[src/rtl/sequence_player.sv]
// rtl/sequence_player.sv - Simon Says colour sequence player driven by an 8-bit LFSR.
// Optional abort input is compiled in when ABORT_EN is defined.
module sequence_player #(
    parameter int MAX_LEN    = 16,
    parameter int ON_CYCLES  = 8,
    parameter int OFF_CYCLES = 4,
    parameter int CNT_W      = 8
) (
    input  logic       clk,
    input  logic       reset,
    input  logic       start,
    input  logic [4:0] seq_len,
    input  logic [7:0] seed,
`ifdef ABORT_EN
    input  logic       abort,
`endif
    output logic [1:0] colour_out,
    output logic       oe_out,
    output logic [3:0] step_idx,
    output logic       busy,
    output logic       done
);

    typedef enum logic [1:0] {
        ST_IDLE = 2'd0,
        ST_ON   = 2'd1,
        ST_OFF  = 2'd2,
        ST_DONE = 2'd3
    } state_t;

    localparam logic [4:0]       MAX_LEN_C = 5'(MAX_LEN);
    localparam logic [CNT_W-1:0] ON_LAST   = CNT_W'(ON_CYCLES - 1);
    localparam logic [CNT_W-1:0] OFF_LAST  = CNT_W'(OFF_CYCLES - 1);

    state_t           state_q, state_d;
    logic [CNT_W-1:0] phase_q, phase_d;
    logic [4:0]       len_q, len_d;
    logic [7:0]       lfsr_q, lfsr_d;
    logic [3:0]       step_q, step_d;
    logic [1:0]       colour_q, colour_d;
    logic             oe_q, oe_d;
    logic             busy_q, busy_d;
    logic             done_q, done_d;
    logic             abort_w;
    logic [7:0]       lfsr_next;

`ifdef ABORT_EN
    assign abort_w = abort;
`else
    assign abort_w = 1'b0;
`endif

    assign lfsr_next = {lfsr_q[6:0], lfsr_q[7] ^ lfsr_q[5] ^ lfsr_q[4] ^ lfsr_q[3]};

    always_comb begin
        state_d  = state_q;
        phase_d  = phase_q;
        len_d    = len_q;
        lfsr_d   = lfsr_q;
        step_d   = step_q;
        colour_d = colour_q;
        oe_d     = oe_q;
        busy_d   = busy_q;
        done_d   = 1'b0;
        unique case (state_q)
            ST_IDLE: begin
                oe_d   = 1'b0;
                busy_d = 1'b0;
                if (start && (seq_len != 5'd0)) begin
                    len_d    = (seq_len > MAX_LEN_C) ? MAX_LEN_C : seq_len;
                    // A zero seed would lock the LFSR, so it is promoted to 1.
                    lfsr_d   = (seed == 8'h00) ? 8'h01 : seed;
                    colour_d = lfsr_d[1:0];
                    step_d   = 4'd0;
                    phase_d  = ON_LAST;
                    oe_d     = 1'b1;
                    busy_d   = 1'b1;
                    state_d  = ST_ON;
                end
            end
            ST_ON: begin
                if (phase_q == '0) begin
                    phase_d = OFF_LAST;
                    oe_d    = 1'b0;
                    state_d = ST_OFF;
                end else begin
                    phase_d = phase_q - 1'b1;
                end
            end
            ST_OFF: begin
                if (phase_q != '0) begin
                    phase_d = phase_q - 1'b1;
                end else if ({1'b0, step_q} == (len_q - 5'd1)) begin
                    done_d  = 1'b1;
                    state_d = ST_DONE;
                end else begin
                    lfsr_d   = lfsr_next;
                    colour_d = lfsr_next[1:0];
                    step_d   = step_q + 4'd1;
                    phase_d  = ON_LAST;
                    oe_d     = 1'b1;
                    state_d  = ST_ON;
                end
            end
            ST_DONE: begin
                busy_d  = 1'b0;
                state_d = ST_IDLE;
            end
            default: state_d = ST_IDLE;
        endcase
        // Abort only cuts short an active step; DONE always finishes its pulse.
        if (abort_w && ((state_q == ST_ON) || (state_q == ST_OFF))) begin
            state_d = ST_IDLE;
            oe_d    = 1'b0;
            busy_d  = 1'b0;
            step_d  = 4'd0;
            done_d  = 1'b0;
        end
    end

    always_ff @(posedge clk) begin
        if (reset) begin
            state_q  <= ST_IDLE;
            phase_q  <= '0;
            len_q    <= 5'd0;
            lfsr_q   <= 8'h01;
            step_q   <= 4'd0;
            colour_q <= 2'b00;
            oe_q     <= 1'b0;
            busy_q   <= 1'b0;
            done_q   <= 1'b0;
        end else begin
            state_q  <= state_d;
            phase_q  <= phase_d;
            len_q    <= len_d;
            lfsr_q   <= lfsr_d;
            step_q   <= step_d;
            colour_q <= colour_d;
            oe_q     <= oe_d;
            busy_q   <= busy_d;
            done_q   <= done_d;
        end
    end

    assign colour_out = colour_q;
    assign oe_out     = oe_q;
    assign step_idx   = step_q;
    assign busy       = busy_q;
    assign done       = done_q;

endmodule

[config.mk]
export PLATFORM = sky130hd
export DESIGN_NAME = sequence_player
export DESIGN_NICKNAME = d
export VERILOG_FILES = /design/src/rtl/sequence_player.sv
export SDC_FILE = /design/constraint.sdc
export NUM_CORES = 1
export LEC_CHECK = 0
export BUFFER_PORTS_ARGS = -buffer_cell sky130_fd_sc_hd__buf_4
export CORE_MARGIN = 1
export CORE_UTILIZATION = 30
export DETAILED_ROUTE_END_ITERATION = 8
export PLACE_DENSITY = 0.45
export SLEW_MARGIN = 30
export SYNTH_ARGS = -nofsm -noshare
export SYNTH_HDL_FRONTEND = slang
export SYNTH_SLANG_ARGS = --single-unit
export TNS_END_PERCENT = 20
[constraint.sdc]
create_clock -name clk -period 3.22 [get_ports clk]
set_clock_uncertainty 0.2 [all_clocks]
set_input_delay 0.644 -clock clk [delete_from_list [all_inputs] [get_ports clk]]
set_output_delay 0.644 -clock clk [all_outputs]
set_load 0.1 [all_outputs]
==> results of run 1 <==
cell families (layout without fill, tap and decap cells):
group	count (synthesis)	in the layout	share of synthesized area, %
AND/OR/NAND/NOR	68	68	19.56
XOR/XNOR	8	8	3.857
AO/OA/AOI/OAI	73	73	27.89
multiplexers	7	7	3.857
flip-flops	31	31	34.16
adder cells (fa/ha/maj)	8	8	5.510
buffers and inverters	22	48	5.165
layout make-up:
class,instances,area [um2]
clock buffer,6,82.58
clock inverter,2,35.03
fill,602,3492
inverter,12,45.04
multi-input combinational,164,1102
sequential,31,620.6
tap,72,90.09
timing repair buffer,28,207.7
cells in the mapped netlist (2+ instances only):
| library cell | number | share of area, % |
|---|---|---|
| sky130_fd_sc_hd__mux2i_1 | 7 | 3.9 |
| sky130_fd_sc_hd__or3b_2 | 2 | 0.96 |
| sky130_fd_sc_hd__o211a_1 | 2 | 1.1 |
| sky130_fd_sc_hd__dfxtp_1 | 31 | 34 |
| sky130_fd_sc_hd__inv_1 | 12 | 2.5 |
| sky130_fd_sc_hd__nor2b_1 | 2 | 0.69 |
| sky130_fd_sc_hd__o21ai_0 | 10 | 2.8 |
| sky130_fd_sc_hd__xnor2_1 | 7 | 3.4 |
| sky130_fd_sc_hd__o32ai_1 | 2 | 0.96 |
| sky130_fd_sc_hd__nand2b_1 | 2 | 0.69 |
| sky130_fd_sc_hd__nand2_1 | 15 | 3.1 |
| sky130_fd_sc_hd__nor4_1 | 2 | 0.69 |
| sky130_fd_sc_hd__o21bai_1 | 2 | 0.83 |
| sky130_fd_sc_hd__o211ai_1 | 2 | 0.83 |
| sky130_fd_sc_hd__nor3_1 | 10 | 2.8 |
| sky130_fd_sc_hd__clkbuf_1 | 8 | 1.7 |
| sky130_fd_sc_hd__o21a_1 | 2 | 0.83 |
| sky130_fd_sc_hd__a21oi_1 | 22 | 6.1 |
| sky130_fd_sc_hd__nor2_1 | 14 | 2.9 |
| sky130_fd_sc_hd__and3_1 | 2 | 0.69 |
| sky130_fd_sc_hd__a211oi_1 | 13 | 5.4 |
| sky130_fd_sc_hd__nand3_1 | 6 | 1.7 |
| sky130_fd_sc_hd__nand3b_1 | 4 | 1.7 |
| sky130_fd_sc_hd__ha_1 | 8 | 5.5 |
| sky130_fd_sc_hd__o31ai_1 | 2 | 0.83 |
| sky130_fd_sc_hd__nor3b_1 | 2 | 0.83 |
per-layer routing:
layer | up-vias | global-route usage, % | part of all wire (%) | wire (um)
met5 | - | 0 | 0 | 0
met4 | 0 | 6.429 | 1.5 | 70
met3 | 7 | 3.200 | 3.3 | 150
met2 | 25 | 24.87 | 46 | 2094
met1 | 776 | 21.09 | 49 | 2212
li1 | 858 | - | - | -
power groups by stage:
stage	combinational (W)	sequential (W)	clock, W
floorplan	0.000617	0.000625	0
global placement	0.000893	0.000555	0
detailed placement	0.000883	0.000552	0
CTS	0.000889	0.000544	0.000414
global route	0.000986	0.000556	0.000430
finish	0.000883	0.000543	0.000401
state kept, by name, summed over array words and instances, names as in the netlist:
| register | cells |
|---|---|
| step_idx | 4 |
| oe_out | 1 |
| busy | 1 |
| state_q | 2 |
| lfsr_q | 8 |
| phase_q | 8 |
| done | 1 |
| len_q | 5 |
| colour_out | 1 |
path summary, 6_finish.rpt:
kind                            from                      to  slack, ns  cells after the start
min reg2reg    len_q[4]$_SDFFE_PP0P_   len_q[4]$_SDFFE_PP0P_       0.28                      2
min            len_q[4]$_SDFFE_PP0P_   len_q[4]$_SDFFE_PP0P_       0.28                      2
max reg2reg  phase_q[0]$_SDFFE_PP0P_  lfsr_q[1]$_SDFFE_PP0P_       0.53                      7
max          phase_q[0]$_SDFFE_PP0P_  lfsr_q[1]$_SDFFE_PP0P_       0.53                      7
worst max-delay path, cell delays in order (launching register included):
cell,delay (ns)
sky130_fd_sc_hd__dfxtp_1,0.33
sky130_fd_sc_hd__inv_1,0.11
sky130_fd_sc_hd__ha_1,0.15
sky130_fd_sc_hd__or3b_2,0.45
sky130_fd_sc_hd__or2_0,0.38
sky130_fd_sc_hd__a22oi_2,0.53
sky130_fd_sc_hd__a21oi_1,0.14
sky130_fd_sc_hd__a211oi_1,0.29
through the flow:
stage / hold slack, ns / util [%]
floorplan: 0.2487 / -
global placement: 0.2803 / 36.31
detailed placement: 0.2752 / 36.40
CTS: 0.2844 / 38.47
global route: 0.3076 / 38.47
finish: 0.2834 / 38.47
==> metrics.txt, run 1 <==
outcome finished clean; area of the die 6371 um2; portion of the post-synthesis area used by sequential elements 34.16%; max-cap violations 0; final-report hold violation count 0; most used cells in the layout excluding fill and tap cells sky130_fd_sc_hd__dfxtp_1, sky130_fd_sc_hd__buf_4, sky130_fd_sc_hd__a21oi_1; prevailing post-synth register cell sky130_fd_sc_hd__dfxtp_1; Critical Path RT 3.20 ns; number of distinct library cell variants in the gate-level netlist after synthesis 52; Net Switching roughly 0.00078 W; initial antenna violation count 0; average via count per standard cell 5.289; total track usage about 16%; path type of the worst setup path flip-flop to flip-flop; design area about 2200 um2; CTS Buf Count 5; share of total power consumed by net switching 42.58%; fraction of final layout cells sized beyond drive strength 1 18.11%; std cell rows 27; critical path fanouts, max 10; net count of the finished layout 266; final-report max-slew violation count 0; min Tclk post-route 2.692 ns; IR drop worst, VDD 0.4063 mV; vias post-DR 1,666; total power draw 0.001827 W; Crit. End Element flip-flop; post-route fraction of the period consumed by the critical path 83.60%; portion of total power attributed to sequential cells 29.7%; number of setup buffers added after CTS 0; internal portion of total power 0.001049 W; area post-placement slightly above 2000 um2; final standard cell count with taps included and fillers excluded 315; wire length per cell around 14 um; Max Fclk 371.5 MHz; H-tree lvl count 2; Power Density 836.9 nW/um2; Clk pwr share a little over a fifth; area growth from synthesis to layout 20.18%; last weighted congestion value of the routability-driven placer 0.7426; CTS tree built; vias in the first global route 1,604; buffer depth of the longest clock path 2; TNS Setup 0 ns; number of input and output port buffers inserted 24; worst-margin pin slew 0.6054 ns; CP Data Arrival Time between 2 and 3 ns; Worst slew margin 59.33%; RSZ-0062 raised after global routing no; post-cts resize count 0; worst min-delay path category flip-flop to flip-flop; Syn Nets 241; most frequent standard cell in the layout excluding fill and tap cells sky130_fd_sc_hd__dfxtp_1; total overflow reported by the global router 0; first-pass GRT wire length 7.797 mm; Clk Latency, worst-skew pair 0.29 ns; dpl hpwl around 3.3 mm; average cell area after synthesis 8.372 um2; relative contribution of combinational cells to total power just under 50%; vertical extent of the die 79.82 um; 1st-iter DRT viols 53; total standard cell area after synthesis 1817 um2; number of register bits inferred by synthesis 31; Core Footprint 5675 um2; synthesis warning total 0; worst slack, placed slightly below 0.6 ns; kind of start point of the critical path flip-flop; final wirelength 4.527 mm; antenna diode count 0; Setup-failing EPs final 0; largest net degree at the start of global routing 30; number of nets with antenna violations after detailed routing 0; drc violations 0; PnR worst setup slack 0.5281 ns; post-cts hold buffer count 0; Boundary Pins 25; Horiz. Die Dim 79.82 um; number of instances in the placed design 307; Gate Count Post-Synth 217; sinks on the clock net 31; reported leakage power 0.8414 nW; share of synthesized flip-flops with an asynchronous set or reset 0%; effective utilization at floorplan 32.01%; number of enable flip-flop cells after synthesis 0; buffer type at the clock tree root sky130_fd_sc_hd__clkbuf_8; Reg clk slew, reported paths 0.06 ns; Detailed Routing Iterations Pass 1 4
Power figures use the tool's default switching activity.
==> run 2, diff against run 1 <==
--- a/config.mk
+++ b/config.mk
@@ -9,7 +9,7 @@
 export CORE_MARGIN = 1
 export CORE_UTILIZATION = 30
 export DETAILED_ROUTE_END_ITERATION = 8
-export PLACE_DENSITY = 0.45
+export PLACE_DENSITY = 0.47
 export SLEW_MARGIN = 30
 export SYNTH_ARGS = -nofsm -noshare
 export SYNTH_HDL_FRONTEND = slang
==> constraint.sdc (replaced) <==
create_clock -name clk -period 2.2 [get_ports clk]
set_clock_uncertainty 0.2 [all_clocks]
set_input_delay 0.44 -clock clk [delete_from_list [all_inputs] [get_ports clk]]
set_output_delay 0.44 -clock clk [all_outputs]
set_load 0.1 [all_outputs]
==> metrics.txt, run 2 (synthesis results as in run 1) <==
outcome finished, violations left (was finished clean); failing checks negative setup slack; buffer depth of the longest clock path 2 (unchanged); Worst slew margin 59.12% (was 59.33%); effective utilization at floorplan 32.01% (unchanged); wire length per cell 14.15 um (was 14.37 um); drc violations 0 (unchanged); TNS Setup -0.01591 ns (was 0 ns); CP max stage cell sky130_fd_sc_hd__or4_4 (was sky130_fd_sc_hd__a22oi_2); buffer type at the clock tree root sky130_fd_sc_hd__clkbuf_8 (unchanged); Critical Path RT 2.22 ns (was 3.20 ns); most used cells in the layout excluding fill and tap cells sky130_fd_sc_hd__buf_4, sky130_fd_sc_hd__dfxtp_1, sky130_fd_sc_hd__a21oi_1 (was sky130_fd_sc_hd__dfxtp_1, sky130_fd_sc_hd__buf_4, sky130_fd_sc_hd__a21oi_1); last weighted congestion value of the routability-driven placer 0.8153 (was 0.7426); worst min-delay path category primary input to flip-flop (was flip-flop to flip-flop); RSZ-0062 raised after global routing yes (was no); average via count per standard cell 5.211 (was 5.289); CP Data Arrival Time 2.24 ns (was 2.67 ns); number of nets with antenna violations after detailed routing 0 (unchanged); IR drop worst, VDD 0.7810 mV (was 0.4063 mV); H-tree lvl count 2 (unchanged); CTS Buf Count 5 (unchanged); min Tclk post-route 2.216 ns (was 2.692 ns); total track usage 16.81% (was 15.87%); amount of wire on met2 after detailed routing 2.209 mm (was 2.094 mm); Horiz. Die Dim 79.82 um (unchanged); Power Density 1201 nW/um2 (was 836.9 nW/um2); kind of start point of the critical path flip-flop (unchanged); fraction of final layout cells sized beyond drive strength 1 31.11% (was 18.11%); initial antenna violation count 0 (unchanged); final standard cell count with taps included and fillers excluded 342 (was 315); Worst path max stage delay 0.55 ns (was 0.53 ns); max-cap violations 0 (unchanged); vertical extent of the die 79.82 um (unchanged); post-route fraction of the period consumed by the critical path 100.7% (was 83.60%); number of instances in the placed design 334 (was 307); total overflow reported by the global router 0 (unchanged); Core Footprint 5675 um2 (unchanged); Setup-failing EPs final 1 (was 0); std cell rows 27 (unchanged); post-cts hold buffer count 0 (unchanged); area growth from synthesis to layout 33.82% (was 20.18%); total power draw 0.002921 W (was 0.001827 W); Detailed Routing Iterations Pass 1 4 (unchanged); Boundary Pins 25 (unchanged); Crit. End Element flip-flop (unchanged); reported leakage power 0.9776 nW (was 0.8414 nW); net count of the finished layout 293 (was 266); final-report max-slew violation count 0 (unchanged); final-report hold violation count 0 (unchanged); vias post-DR 1,782 (was 1,666); worst-margin pin slew 0.6085 ns (was 0.6054 ns); Max Fclk 451.3 MHz (was 371.5 MHz); largest net degree at the start of global routing 30 (unchanged); antenna diode count 0 (unchanged); number of input and output port buffers inserted 24 (unchanged); PnR worst setup slack -0.01591 ns (was 0.5281 ns); registers with the most flip-flops lfsr_q (8), phase_q (8), len_q (5) (unchanged); 1st-iter DRT viols 81 (was 53); CTS tree built (unchanged); path type of the worst setup path flip-flop to flip-flop (unchanged); Reg clk slew, reported paths 0.07 ns (was 0.06 ns); dpl hpwl 3.601 mm (was 3.325 mm); sinks on the clock net 31 (unchanged); final wirelength 4.840 mm (was 4.527 mm); first-pass GRT wire length 8.142 mm (was 7.797 mm); vias in the first global route 1,633 (was 1,604); Clk Latency, worst-skew pair 0.29 ns (about the same); M1 WL 2.439 mm (was 2.212 mm); number of setup buffers added after CTS 0 (unchanged); highest metal layer with signal wires met4 (unchanged); most frequent standard cell in the layout excluding fill and tap cells sky130_fd_sc_hd__buf_4 (was sky130_fd_sc_hd__dfxtp_1); cell-by-cell listing of the critical path or4_4 > or2_4 > a22o_4 > or4_1 > a21boi_1 (was inv_1 > ha_1 > or3b_2 > or2_0 > a22oi_2 > a21oi_1 > a211oi_1); critical path fanouts, max 4 (was 10); area of the die 6371 um2 (unchanged); Detail Route met3 WL 135 um (was 150 um)
run 2: changes by cell type in the layout (fill, tap and decap cells not counted), sizes merged:
| cell | before | now |
|---|---|---|
| buf | 28 | 55 |
| clkbuf | 6 | 7 |
| bufinv | 1 | 0 |
| clkinv | 1 | 0 |
| clkinvlp | 0 | 1 |
run 2: repair_timing:
item / 4_1_cts / 5_1_grt
setup endpoints to repair: 14 / 21
pin swaps: 0 / 1
resized for setup: 5 / 3
run 2: cell type report:
type / count / area (um2)
Fill cell: 603 / 3244
Multi-Input combinational cell: 164 / 1137
Sequential cell: 31 / 629.4
Timing Repair Buffer: 55 / 425.4
Clock buffer: 7 / 96.34
Tap cell: 72 / 90.09
Inverter: 12 / 45.04
Clock inverter: 1 / 7.507
run 2: worst max-delay path: cells and delay by family, from the launching register on:
family             cells  cell delay, ns
AOI/OAI and AO/OA      2            0.39
DFF                    1            0.31
and+or+nand+nor        3            1.23
run 2: through the flow:
step	hold slack (ns)	setup WS [ns]	instance area, um2	utilization, %
after global routing	0.2483	-0.08591	2431	42.84
after floorplan	0.2487	-0.03860	1831	-
final	0.2458	-0.01591	2431	42.84
after global placement	0.2687	-0.05860	2297	40.48
after detailed placement	0.2757	-0.1101	2297	40.48
after CTS	0.2433	-0.01914	2416	42.57
run 2: power by group:
part / switching, W / internal [W] / leakage, nW
clock network: 0.000233 / 0.000285 / 0.0505
registers: 0.0000879 / 0.000692 / 0.257
logic: 0.000907 / 0.000716 / 0.671
run 2: final timing paths:
| check | slack (ns) | to | depth (start not counted) | startpoint |
|---|---|---|---|---|
| setup / recovery | -0.02 | step_idx[3]$_SDFFE_PP0P_ | 5 | phase_q[3]$_SDFFE_PP0P_ |
| hold / removal | 0.25 | len_q[2]$_SDFFE_PP0P_ | 3 | seq_len[2] |
| setup reg to reg | -0.02 | step_idx[3]$_SDFFE_PP0P_ | 5 | phase_q[3]$_SDFFE_PP0P_ |
| hold reg to reg | 0.30 | len_q[4]$_SDFFE_PP0P_ | 2 | len_q[4]$_SDFFE_PP0P_ |
run 2: metal layers:
metal | up-vias | global-route usage (%)
li1 | 914 | -
met1 | 841 | 23.21
met2 | 22 | 25.64
met3 | 5 | 3.429
met4 | 0 | 5.893
met5 | - | 0
==> run 3, diff against run 2 <==
--- a/config.mk
+++ b/config.mk
@@ -5,9 +5,11 @@
 export SDC_FILE = /design/constraint.sdc
 export NUM_CORES = 1
 export LEC_CHECK = 0
+export ABC_CLOCK_PERIOD_IN_PS = 2200
 export BUFFER_PORTS_ARGS = -buffer_cell sky130_fd_sc_hd__buf_4
 export CORE_MARGIN = 1
 export CORE_UTILIZATION = 30
+export CTS_CLUSTER_SIZE = 24
 export DETAILED_ROUTE_END_ITERATION = 8
 export PLACE_DENSITY = 0.47
 export SLEW_MARGIN = 30
==> constraint.sdc (replaced) <==
create_clock -name clk -period 2.2 [get_ports clk]
set_clock_uncertainty 0.2 [all_clocks]
set_input_delay 0.33 -clock clk [delete_from_list [all_inputs] [get_ports clk]]
set_output_delay 0.33 -clock clk [all_outputs]
set_load 0.1 [all_outputs]
==> metrics.txt, run 3 (synthesis results as in run 1) <==
number of nets with antenna violations after detailed routing 0 (unchanged); CTS Buf Count 5 (unchanged); Detailed Routing Iterations Pass 1 4 (unchanged); number of cells on the worst hold path 3 (unchanged); drc violations 0 (unchanged); Horiz. Die Dim 79.82 um (unchanged); IR drop worst, VDD 0.6966 mV (was 0.7810 mV); critical hold path startpoint seq_len[2] (unchanged); Max Fclk 440.9 MHz (was 451.3 MHz); worst hold margin 0.1369 ns (was 0.2458 ns); Setup-failing EPs final 1 (unchanged); Worst path max stage delay 0.56 ns (was 0.55 ns); total overflow reported by the global router 0 (unchanged); final-report max-slew violation count 0 (unchanged); dpl hpwl 3.588 mm (was 3.601 mm); internal portion of total power 0.001827 W (was 0.001693 W); number of input and output port buffers inserted 24 (unchanged); design area 2521 um2 (was 2431 um2); average via count per standard cell 5.038 (was 5.211); number of buffers and inverters on the critical path 0 (unchanged); Clk pwr share 19.3% (was 17.7%); min Tclk post-route 2.268 ns (was 2.216 ns); antenna diode count 0 (unchanged); area post-placement 2320 um2 (was 2297 um2); total power draw 0.003059 W (was 0.002921 W); fraction of final layout cells sized beyond drive strength 1 35.04% (was 31.11%); most frequent standard cell in the layout excluding fill and tap cells sky130_fd_sc_hd__buf_4 (unchanged); cell depth of the worst flop-to-flop path 5 (unchanged); wire length per cell 13.96 um (was 14.15 um); CP Data Arrival Time 2.28 ns (was 2.24 ns); post-route fraction of the period consumed by the critical path 103.1% (was 100.7%); last weighted congestion value of the routability-driven placer 0.8178 (was 0.8153); area of the die 6371 um2 (unchanged); final-report hold violation count 0 (unchanged); r2r endpoint step_idx[3]$_SDFFE_PP0P_ (unchanged); relative contribution of combinational cells to total power 55.1% (was 55.5%); reg2reg start phase_q[3]$_SDFFE_PP0P_ (unchanged); final standard cell count with taps included and fillers excluded 346 (was 342); Clk Latency, worst-skew pair 0.29 ns (about the same); outcome finished, violations left (unchanged); Worst slew margin 59.63% (was 59.12%); worst slack, placed -0.05444 ns (was -0.1101 ns); CP max stage cell sky130_fd_sc_hd__or4_4 (unchanged); Crit. End Element flip-flop (unchanged); critical path fanouts, max 4 (unchanged); Worst Hold Endpoint len_q[2]$_SDFFE_PP0P_ (unchanged); worst min-delay path category primary input to flip-flop (unchanged); Worst R2R Setup Slack -0.07 ns (was -0.02 ns); Reg clk slew, reported paths 0.07 ns (about the same); initial antenna violation count 0 (unchanged); Power Density 1213 nW/um2 (was 1201 nW/um2); Core Footprint 5675 um2 (unchanged); worst-margin pin slew 0.6009 ns (was 0.6085 ns); net count of the finished layout 297 (was 293); vertical extent of the die 79.82 um (unchanged); Critical Path RT 2.21 ns (was 2.22 ns); portion of total power attributed to sequential cells 25.5% (was 26.7%); share of total power consumed by net switching 40.26% (was 42.04%); cell-by-cell listing of the critical path or4_4 > or2_4 > a22o_4 > or4_1 > a21boi_1 (unchanged); sinks on the clock net 31 (unchanged); number of instances in the placed design 337 (was 334); vias post-DR 1,743 (was 1,782); 1st-iter DRT viols 55 (was 81); Net Switching 0.001231 W (was 0.001228 W); reported leakage power 1.024 nW (was 0.9776 nW); RSZ-0062 raised after global routing yes (unchanged); effective utilization at floorplan 32.01% (unchanged); most used cells in the layout excluding fill and tap cells sky130_fd_sc_hd__buf_4, sky130_fd_sc_hd__dfxtp_1, sky130_fd_sc_hd__a21oi_1 (unchanged); Boundary Pins 25 (unchanged); max-cap violations 0 (unchanged); post-cts hold buffer count 0 (unchanged); CTS tree built (unchanged); final wirelength 4.830 mm (was 4.840 mm); kind of start point of the critical path flip-flop (unchanged); failing checks negative setup slack (unchanged); largest net degree at the start of global routing 30 (unchanged); first-pass GRT wire length 7.831 mm (was 8.142 mm); PnR worst setup slack -0.06799 ns (was -0.01591 ns); buffer depth of the longest clock path 2 (unchanged); path type of the worst setup path flip-flop to flip-flop (unchanged); fill count 595 (was 603); Largest delay share family, worst path simple AND/OR/NAND/NOR gates (unchanged); H-tree lvl count 2 (unchanged); std cell rows 27 (unchanged); registers with the most flip-flops lfsr_q (8), phase_q (8), len_q (5) (unchanged); buffer type at the clock tree root sky130_fd_sc_hd__clkbuf_8 (unchanged); area growth from synthesis to layout 38.77% (was 33.82%); vias in the first global route 1,674 (was 1,633); total track usage 15.80% (was 16.81%)
[run 3: worst max path at each step]
| stage | start | end | cells after the start |
|---|---|---|---|
| 5_1_grt | phase_q[3]$_SDFFE_PP0P_ | step_idx[3]$_SDFFE_PP0P_ | 5 |
| 4_1_cts | phase_q[0]$_SDFFE_PP0P_ | step_idx[3]$_SDFFE_PP0P_ | 7 |
| 3_5_place_dp | phase_q[0]$_SDFFE_PP0P_ | step_idx[3]$_SDFFE_PP0P_ | 7 |
| 3_3_place_gp | phase_q[0]$_SDFFE_PP0P_ | step_idx[3]$_SDFFE_PP0P_ | 7 |
| 6_report | phase_q[3]$_SDFFE_PP0P_ | step_idx[3]$_SDFFE_PP0P_ | 5 |
| 2_1_floorplan | phase_q[0]$_SDFFE_PP0P_ | step_idx[3]$_SDFFE_PP0P_ | 8 |
[run 3: layer usage]
layer | part of all wire (%) | global-route usage [%]
met4 | 1.3 | 4.821
met5 | 0 | 0
met3 | 2.4 | 3.429
met1 | 49 | 20.45
met2 | 47 | 25.98
[run 3: repair_timing]
item | 4_1_cts | 5_1_grt
endpoints found under the setup margin | 5 | 17
setup buffers | 0 | 1
gates resized for setup | 3 | 14
pin swaps | 0 | 4
endpoints found under the hold margin | 0 | 0
[run 3: final cells by class]
cell class,instances,area (um2),share of cell area (%)
clock buffer,6,82.58,3.275
tap,72,90.09,3.573
multi-input combinational,164,1181,46.85
inverter,12,45.04,1.787
clock inverter,2,35.03,1.390
timing repair buffer,59,455.4,18.06
sequential,31,631.9,25.06
[run 3: worst register-to-register path, delay by kind of cell (launching register included)]
family | cells | cell delay [ns]
AO/OA/AOI/OAI | 2 | 0.40
flip-flops | 1 | 0.31
AND/OR/NAND/NOR | 3 | 1.28
[run 3: stage by stage]
step                      util, %  TNS [ns]
after floorplan                 -  -0.04203
after global placement      40.87  -0.04529
after detailed placement    40.87   -0.1386
after CTS                   43.10  -0.02427
after global routing        44.42   -0.1779
final                       44.42  -0.06799
[run 3: power by group through the flow]
stage,combinational [W],sequential [W],clock [W]
after floorplan,0.000915,0.000919,0
after global placement,0.00162,0.000789,0
after detailed placement,0.00161,0.000791,0
after CTS,0.00163,0.000780,0.000607
after global routing,0.00186,0.000797,0.000635
final,0.00169,0.000781,0.000591
